**src/rtl/bet_pkg.sv**
```systemverilog
// Shared constants, state/action enums and slot-width helper for the bet-capture buffer.
package bet_pkg;

    localparam int unsigned CNT_W = 6;

    localparam logic [5:0] OPC_NONE  = 6'h3F;
    localparam logic [5:0] OPC_SPIN  = 6'h3E;
    localparam logic [5:0] OPC_UNDO  = 6'h3D;
    localparam logic [5:0] OPC_CLEAR = 6'h3C;

    typedef enum logic [1:0] {
        ST_OPEN,
        ST_SPIN,
        ST_WIPE
    } state_t;

    typedef enum logic [2:0] {
        ACT_NOP,
        ACT_WRITE,
        ACT_UNDO,
        ACT_CLEAR,
        ACT_SPIN,
        ACT_REJECT
    } action_t;

    function automatic int unsigned BW(input int unsigned color_w, input int unsigned opc_w);
        return color_w + opc_w;
    endfunction

endpackage

```
**src/rtl/bet_key_classifier.sv**
```systemverilog
// Combinational decode of a key strobe into the table action for the current state.
module bet_key_classifier
    import bet_pkg::*;
#(
    parameter int unsigned NUM_BETS   = 12,
    parameter int unsigned OPC_W      = 6,
    parameter int unsigned COLOR_IN_W = 3
) (
    input  logic                  key_valid,
    input  logic [OPC_W-1:0]      key_opcode,
    input  logic [COLOR_IN_W-1:0] color_in,
    input  logic [CNT_W-1:0]      count,
    input  state_t                state,
    output action_t               action_c
);

    logic has_bets;
    logic has_room;

    assign has_bets = (count != '0);
    assign has_room = (count < CNT_W'(NUM_BETS));

    always_comb begin
        action_c = ACT_NOP;
        if (key_valid && (key_opcode != OPC_W'(OPC_NONE))) begin
            if (state != ST_OPEN) begin
                action_c = ACT_REJECT;
            end else if (key_opcode == OPC_W'(OPC_SPIN)) begin
                action_c = has_bets ? ACT_SPIN : ACT_REJECT;
            end else if (key_opcode == OPC_W'(OPC_UNDO)) begin
                action_c = has_bets ? ACT_UNDO : ACT_REJECT;
            end else if (key_opcode == OPC_W'(OPC_CLEAR)) begin
                action_c = ACT_CLEAR;
            end else begin
                action_c = ((color_in != '0) && has_room) ? ACT_WRITE : ACT_REJECT;
            end
        end
    end

endmodule

```
**src/rtl/bet_table.sv**
```systemverilog
// Bet-capture buffer: slot array, occupancy counter and OPEN/SPIN/WIPE lock-out FSM.
module bet_table
    import bet_pkg::*;
#(
    parameter int unsigned NUM_BETS       = 12,
    parameter int unsigned OPC_W          = 6,
    parameter int unsigned COLOR_IN_W     = 3,
    parameter int unsigned COLOR_W        = 2,
    parameter int unsigned CLEAR_ON_ROUND = 1
) (
    input  logic                                  clock,
    input  logic                                  reset,
    input  logic                                  key_valid,
    input  logic [OPC_W-1:0]                      key_opcode,
    input  logic [COLOR_IN_W-1:0]                 color_in,
    input  logic                                  spin_done,
    output logic [NUM_BETS*BW(COLOR_W, OPC_W)-1:0] bets_flat,
    output logic [CNT_W-1:0]                      bet_count,
    output logic                                  full,
    output logic                                  spin_active,
    output logic                                  accept,
    output logic                                  reject,
    output logic                                  round_done
);

    localparam int unsigned SLOT_W = BW(COLOR_W, OPC_W);

    state_t              state, state_next;
    action_t             action_c;
    logic [CNT_W-1:0]    count, count_next;
    logic [SLOT_W-1:0]   slots [NUM_BETS];
    logic [SLOT_W-1:0]   wdata;
    logic                do_write, do_undo, do_clear;
    logic                accept_next, reject_next, round_done_next;

    bet_key_classifier #(
        .NUM_BETS   (NUM_BETS),
        .OPC_W      (OPC_W),
        .COLOR_IN_W (COLOR_IN_W)
    ) u_classifier (
        .key_valid  (key_valid),
        .key_opcode (key_opcode),
        .color_in   (color_in),
        .count      (count),
        .state      (state),
        .action_c   (action_c)
    );

    assign wdata = {color_in[COLOR_W-1:0], key_opcode};

    always_ff @(posedge clock) begin
        if (reset) begin
            state <= ST_OPEN;
        end else begin
            state <= state_next;
        end
    end

    always_comb begin
        state_next      = state;
        count_next      = count;
        do_write        = 1'b0;
        do_undo         = 1'b0;
        do_clear        = 1'b0;
        accept_next     = 1'b0;
        reject_next     = (action_c == ACT_REJECT);
        round_done_next = 1'b0;
        case (state)
            ST_OPEN: begin
                case (action_c)
                    ACT_WRITE: begin
                        do_write    = 1'b1;
                        count_next  = count + CNT_W'(1);
                        accept_next = 1'b1;
                    end
                    ACT_UNDO: begin
                        do_undo     = 1'b1;
                        count_next  = count - CNT_W'(1);
                        accept_next = 1'b1;
                    end
                    ACT_CLEAR: begin
                        do_clear    = 1'b1;
                        count_next  = '0;
                        accept_next = 1'b1;
                    end
                    ACT_SPIN: begin
                        state_next  = ST_SPIN;
                        accept_next = 1'b1;
                    end
                    default: ;
                endcase
            end
            ST_SPIN: begin
                // A key arriving with spin_done is already rejected by the classifier.
                if (spin_done) begin
                    round_done_next = 1'b1;
                    state_next      = (CLEAR_ON_ROUND != 0) ? ST_WIPE : ST_OPEN;
                end
            end
            ST_WIPE: begin
                do_clear   = 1'b1;
                count_next = '0;
                state_next = ST_OPEN;
            end
            default: state_next = ST_OPEN;
        endcase
    end

    // Counter and registered status/pulse outputs.
    always_ff @(posedge clock) begin
        if (reset) begin
            count       <= '0;
            full        <= 1'b0;
            spin_active <= 1'b0;
            accept      <= 1'b0;
            reject      <= 1'b0;
            round_done  <= 1'b0;
        end else begin
            count       <= count_next;
            full        <= (count_next == CNT_W'(NUM_BETS));
            spin_active <= (state_next == ST_SPIN);
            accept      <= accept_next;
            reject      <= reject_next;
            round_done  <= round_done_next;
        end
    end

    // Slot storage: writes land at count, undo clears count-1, so slots above count stay zero.
    always_ff @(posedge clock) begin
        for (int i = 0; i < int'(NUM_BETS); i++) begin
            if (reset || do_clear) begin
                slots[i] <= '0;
            end else if (do_write && (count == CNT_W'(i))) begin
                slots[i] <= wdata;
            end else if (do_undo && (count == CNT_W'(i + 1))) begin
                slots[i] <= '0;
            end
        end
    end

    assign bet_count = count;

    for (genvar g = 0; g < int'(NUM_BETS); g++) begin : g_flat
        assign bets_flat[g*SLOT_W +: SLOT_W] = slots[g];
    end

endmodule

```
**config.mk**
```make
export PLATFORM = sky130hd
export DESIGN_NAME = bet_table
export DESIGN_NICKNAME = d
export VERILOG_FILES = /design/src/rtl/bet_pkg.sv /design/src/rtl/bet_key_classifier.sv /design/src/rtl/bet_table.sv
export SDC_FILE = /design/constraint.sdc
export NUM_CORES = 1
export LEC_CHECK = 0
export CORE_ASPECT_RATIO = 0.5
export CORE_UTILIZATION = 52
export CTS_BUF_LIST = sky130_fd_sc_hd__clkbuf_16
export DETAILED_ROUTE_END_ITERATION = 6
export PLACE_DENSITY = 0.85
export SLEW_MARGIN = 30
export SYNTH_ARGS = -nofsm -noshare
export SYNTH_HDL_FRONTEND = slang
export SYNTH_SLANG_ARGS = --single-unit
```
**constraint.sdc**
```tcl
create_clock -name clock -period 5.3 [get_ports clock]
set_clock_uncertainty 0.05 [all_clocks]
set_input_delay 0.795 -clock clock [delete_from_list [all_inputs] [get_ports clock]]
set_output_delay 0.795 -clock clock [all_outputs]
set_load 0.02 [all_outputs]
```
### Word-level counts from Yosys, hierarchy flattened

Memories as Yosys holds them, arrays and structs flattened.
Cells that the tools add are included.

* magnitude comparators: 1
* mux-type cells: 131
* equality and inequality tests: 25
* $add $sub $neg: 2
* reductions and logical operators: 35
* bitwise logic cells: 26

Operator list (count)
* 8-bit two-way mux: 24
* 1-bit two-way mux: 94
* 6-bit by 4-bit == test with 1-bit output, second input constant: 6
* 1-bit logical AND: 26
* 6-bit by 3-bit == test with 1-bit output, second input constant: 4
* 1-bit bitwise OR: 24
* 3-bit two-way mux: 7
* 6-bit == test, second input constant: 3
* 6-bit one-hot mux with 3 select lines: 1
* 6-bit by 2-bit == test with 1-bit output, second input constant: 2
* 6-bit one-hot mux with 2 select lines: 1
* 6-bit by 1-bit adder with 6-bit output, second input constant: 1
* 3-bit by 2-bit == test with 1-bit output, second input constant: 2
* 3-bit == test, second input constant: 2
* 6-bit by 1-bit == test with 1-bit output, second input constant: 1
* 6-bit logical NOT: 1
* 6-bit by 4-bit < comparator with 1-bit output, second input constant: 1
* 6-bit inequality test, second input constant: 1
* 6-bit nonzero test: 1
* 6-bit by 1-bit subtractor with 6-bit output, second input constant: 1
* 2-bit by 1-bit == test with 1-bit output, second input constant: 2
* 2-bit two-way mux: 2
* 2-bit one-hot mux with 2 select lines: 1
* 2-bit OR reduction: 2
* 9 further kinds: 10

* output and inout port bits: 107
* memories kept: 1
* word-level logic and storage cells: 228
* memory bits (writable): 96
* flip-flop bits (word level): 13

Memories
* slots: words 12, bits a word 8, read ports 12, clocked after Yosys merged registers in 0, wr ports 12, line bet_table.sv:31 `logic [SLOT_W-1:0] slots [NUM_BETS];`

### Longest topological paths before layout

* depth after elaboration: 17
* depth in mapped cells: 9
* gate-level depth less buffers: 8

### Hierarchy

From an unflattened synthesis, not the netlist that was laid out.

* cells, all modules: 370
* area, all modules: 4824.6 um^2

Modules (own cells, without submodules)
* bet_table: times used 1, area each 4684.5 um^2, seq. area each 3143.0 um^2, cells each 354
* bet_key_classifier: times used 1, area each 140.1 um^2, seq. area each 0.0 um^2, cells each 16

### Worst setup path after synthesis

Ideal clock, no wire load.

* path type: input to register
* start point: input port key_valid
* end point: memory slots[0][24] (netlist name) (enable)
* library setup time: 0.387 ns
* arrival time: 2.627 ns
* data required time: 4.863 ns
* path slack: 2.237 ns
* cell stages on the path: 8
* cell sequence: or3b_1 > and4b_1 > buf_6 > buf_2 > nand2_1 > nor2_1 > a31oi_1 > o31ai_1

RTL lines
* start, declared: line bet_table.sv:13 `input logic key_valid,`
* end, declared: line bet_table.sv:31

==> impl_metrics.toml <==
[timing]
slew_headroom = 0.354
rsz0062_at_grt = "no"
hold_viol = 0
setup_violations = 0
whs_ns = 0.613
max_freq_mhz = 273
drv_slew = 0
finalCritPeriodShare = 0.692
period_needed_ns = 3.67
fin_tns_setup_ns = 0
max_slew.worst_pin.slew_ns = 0.967

[drt]
drc_errors = 0
drt_iter0_markers = 337
antenna_left = 0
drtPass1Iterations = 5
viasPerCell = 5.57
wl_um = 11300
wl_per_cell_um = 18.5
vias = 3389

[cts]
postCtsSetupRepairBufs = 0
htree_num_levels = 3
clockRootBuffer = "clkbuf_16"
post_cts_resized = 0
cts.sinks = 109
path_clk_slew_ns = 0.07
clk_path_buf_depth = 2
insertion_delay_ns = 0.35
cts_hold_buf = 0
cts_buffers = 9
cts_tree = "done"

[power_and_ir_drop]
max-vdd-ir-drop_v = 0.000173
power_density_nw_per_um2 = 300
leakage_uw = 0.00208

[setup_path]
max_stage_delay_ns = 0.67
critPathLaunch = "key_opcode[5]"
endpoint_kind = "flop"
required_ns = 5.23
worstPathArrival_ns = 3.59
crit_fanout = 11
reg2reg_to = "slots[2][6]"
worstSetupPathType = "input pin to flop"
path_cells = "clkdlybuf4s50_1 > nand4_1 > nor3_1 > nand3_1 > o21ai_1 > nand2_1 > o21ai_1"
crit_path_top_delay_cell = "o21ai_1"
r2r_slack_ns = 1.97
worstReg2RegStart = "bet_count[0]"
critical_path.most_common_cell = "o21ai_1"
worstSetupStartpointType = "input pin"
rr_worst_depth = 7

[synth]
synth_edf_count = 96
synthesis.area_sq_um = 4550
syn_avg_cell_area_sq_um = 12.0
ys_ff_latch = 109
synth_warnings = 0
synth.distinct_cells = 53
synth-main-ff-cell = "edfxtp_1"
yosysSeqAreaShare = 0.691
syn_inst = 378
synth-async-reset-ratio = 0
synth.net_count = 395

[floorplan]
fp.dieW_um = 134
num_rows = 23
ios = 120
die-area_sq_um = 9150
die_height_um = 68.1
design.core.area_sq_um = 8230
start_util = 0.553

[worst_hold_path]
hp-class = "flop to flop"
hold_end = "state[1]"
holdPathStages = 2
min_from = "state[0]"

[global_route]
antenna_found_initial = 0
grt_max_degree = 25
overflow = 0
grt_pass1_wl_um = 17300
track_usage = 0.262
grt_pass1_vias = 3163

[final_layout]
nets = 508
final_cell_mix = "clkdlybuf4s50_1, nor2_1, edfxtp_1"
mostFrequentLayoutCell = "clkdlybuf4s50_1"
diodes = 0
drive_gt1_frac = 0.0605
finish.utilization = 0.737
area_delta_synth_final_pct = 33.3
design_area_sq_um = 6070
instances_no_fill = 608

[run_status]
outcome = "finished clean"

[flow_run]
maxCapViolCount = 0

[placement]
placed_cells = 592
dp_hpwl_um = 8070
place.gp.congestion = 0.916
portBuffers = 119
dpl_cell_area_sq_um = 5780
-- synthesized netlist by cell type, drive strengths merged, types with 3 or more instances --
library cell | n | area share
a21oi | 6 | 0.0066
and2 | 8 | 0.011
buf | 15 | 0.019
clkbuf | 4 | 0.0055
dfxtp | 13 | 0.057
edfxtp | 96 | 0.63
ha | 4 | 0.011
inv | 7 | 0.0058
nand2 | 44 | 0.037
nand3 | 8 | 0.0088
nand4 | 5 | 0.0069
nor2 | 99 | 0.083
nor2b | 3 | 0.0047
nor3 | 8 | 0.0088
nor3b | 3 | 0.0060
o21ai | 15 | 0.017
or2 | 3 | 0.0041
or3 | 3 | 0.0041
-- per-stage QoR --
| stage | power [uW] | setup WS, ns |
|---|---|---|
| detailed placement | 1220 | 0.969 |
| global placement | 1220 | 1.23 |
| finish | 1820 | 1.63 |
| CTS | 1820 | 1.30 |
| global route | 1870 | 1.42 |
| floorplan | 1110 | 2.24 |
-- area by class of cell --
type | count | area [sq um]
sequential | 109 | 3140
tap | 112 | 140
timing repair buffer | 121 | 1210
clock buffer | 9 | 225
clock inverter | 7 | 43.8
inverter | 8 | 30.0
multi-input combinational | 242 | 1280
fill | 568 | 2160
-- flip-flops by register name, indices dropped and copies added (netlist names) --
signal and flops:
slots 96, bet_count 6, state 2, accept 1, full 1, reject 1
round_done 1, spin_active 1
-- cell families (layout without fill, tap and decap cells) --
kind of cell               count (synthesis)  after routing  synth area share
buffers and inverters                     27            145            0.0314
adders and majority gates                  4              4            0.0110
DFF                                      109            109             0.691
and+or+nand+nor                          194            194             0.196
AOI/OAI and AO/OA                         44             44            0.0704
-- worst max path at each step --
stage	cells past startpoint	slack, ns	to
CTS	7	1.30	slots[0][24]
finish	7	1.63	slots[2][18]
global route	7	1.42	slots[1][21]
global placement	7	1.23	slots[0][26]
floorplan	8	2.24	slots[0][24]
detailed placement	7	0.97	slots[0][24]
-- power by group --
group | internal (uW) | switching, uW
logic | 88.6 | 131
registers | 970 | 14.7
clock network | 318 | 300
total | 1380 | 446
-- metal layers --
metal,GRT usage,up-vias,part of all wire
li1,-,1580,-
met1,0.353,1608,0.42
met2,0.434,182,0.47
met3,0.0563,19,0.089
met4,0.0843,0,0.015
met5,0,-,0
-- critical path: cells and delay by family --
family	cells	cell delay (ns)
buffers and inverters	1	0.59
AND/OR/NAND/NOR	4	1.37
AO/OA/AOI/OAI	2	0.84
(Power assumes the default switching activity.)
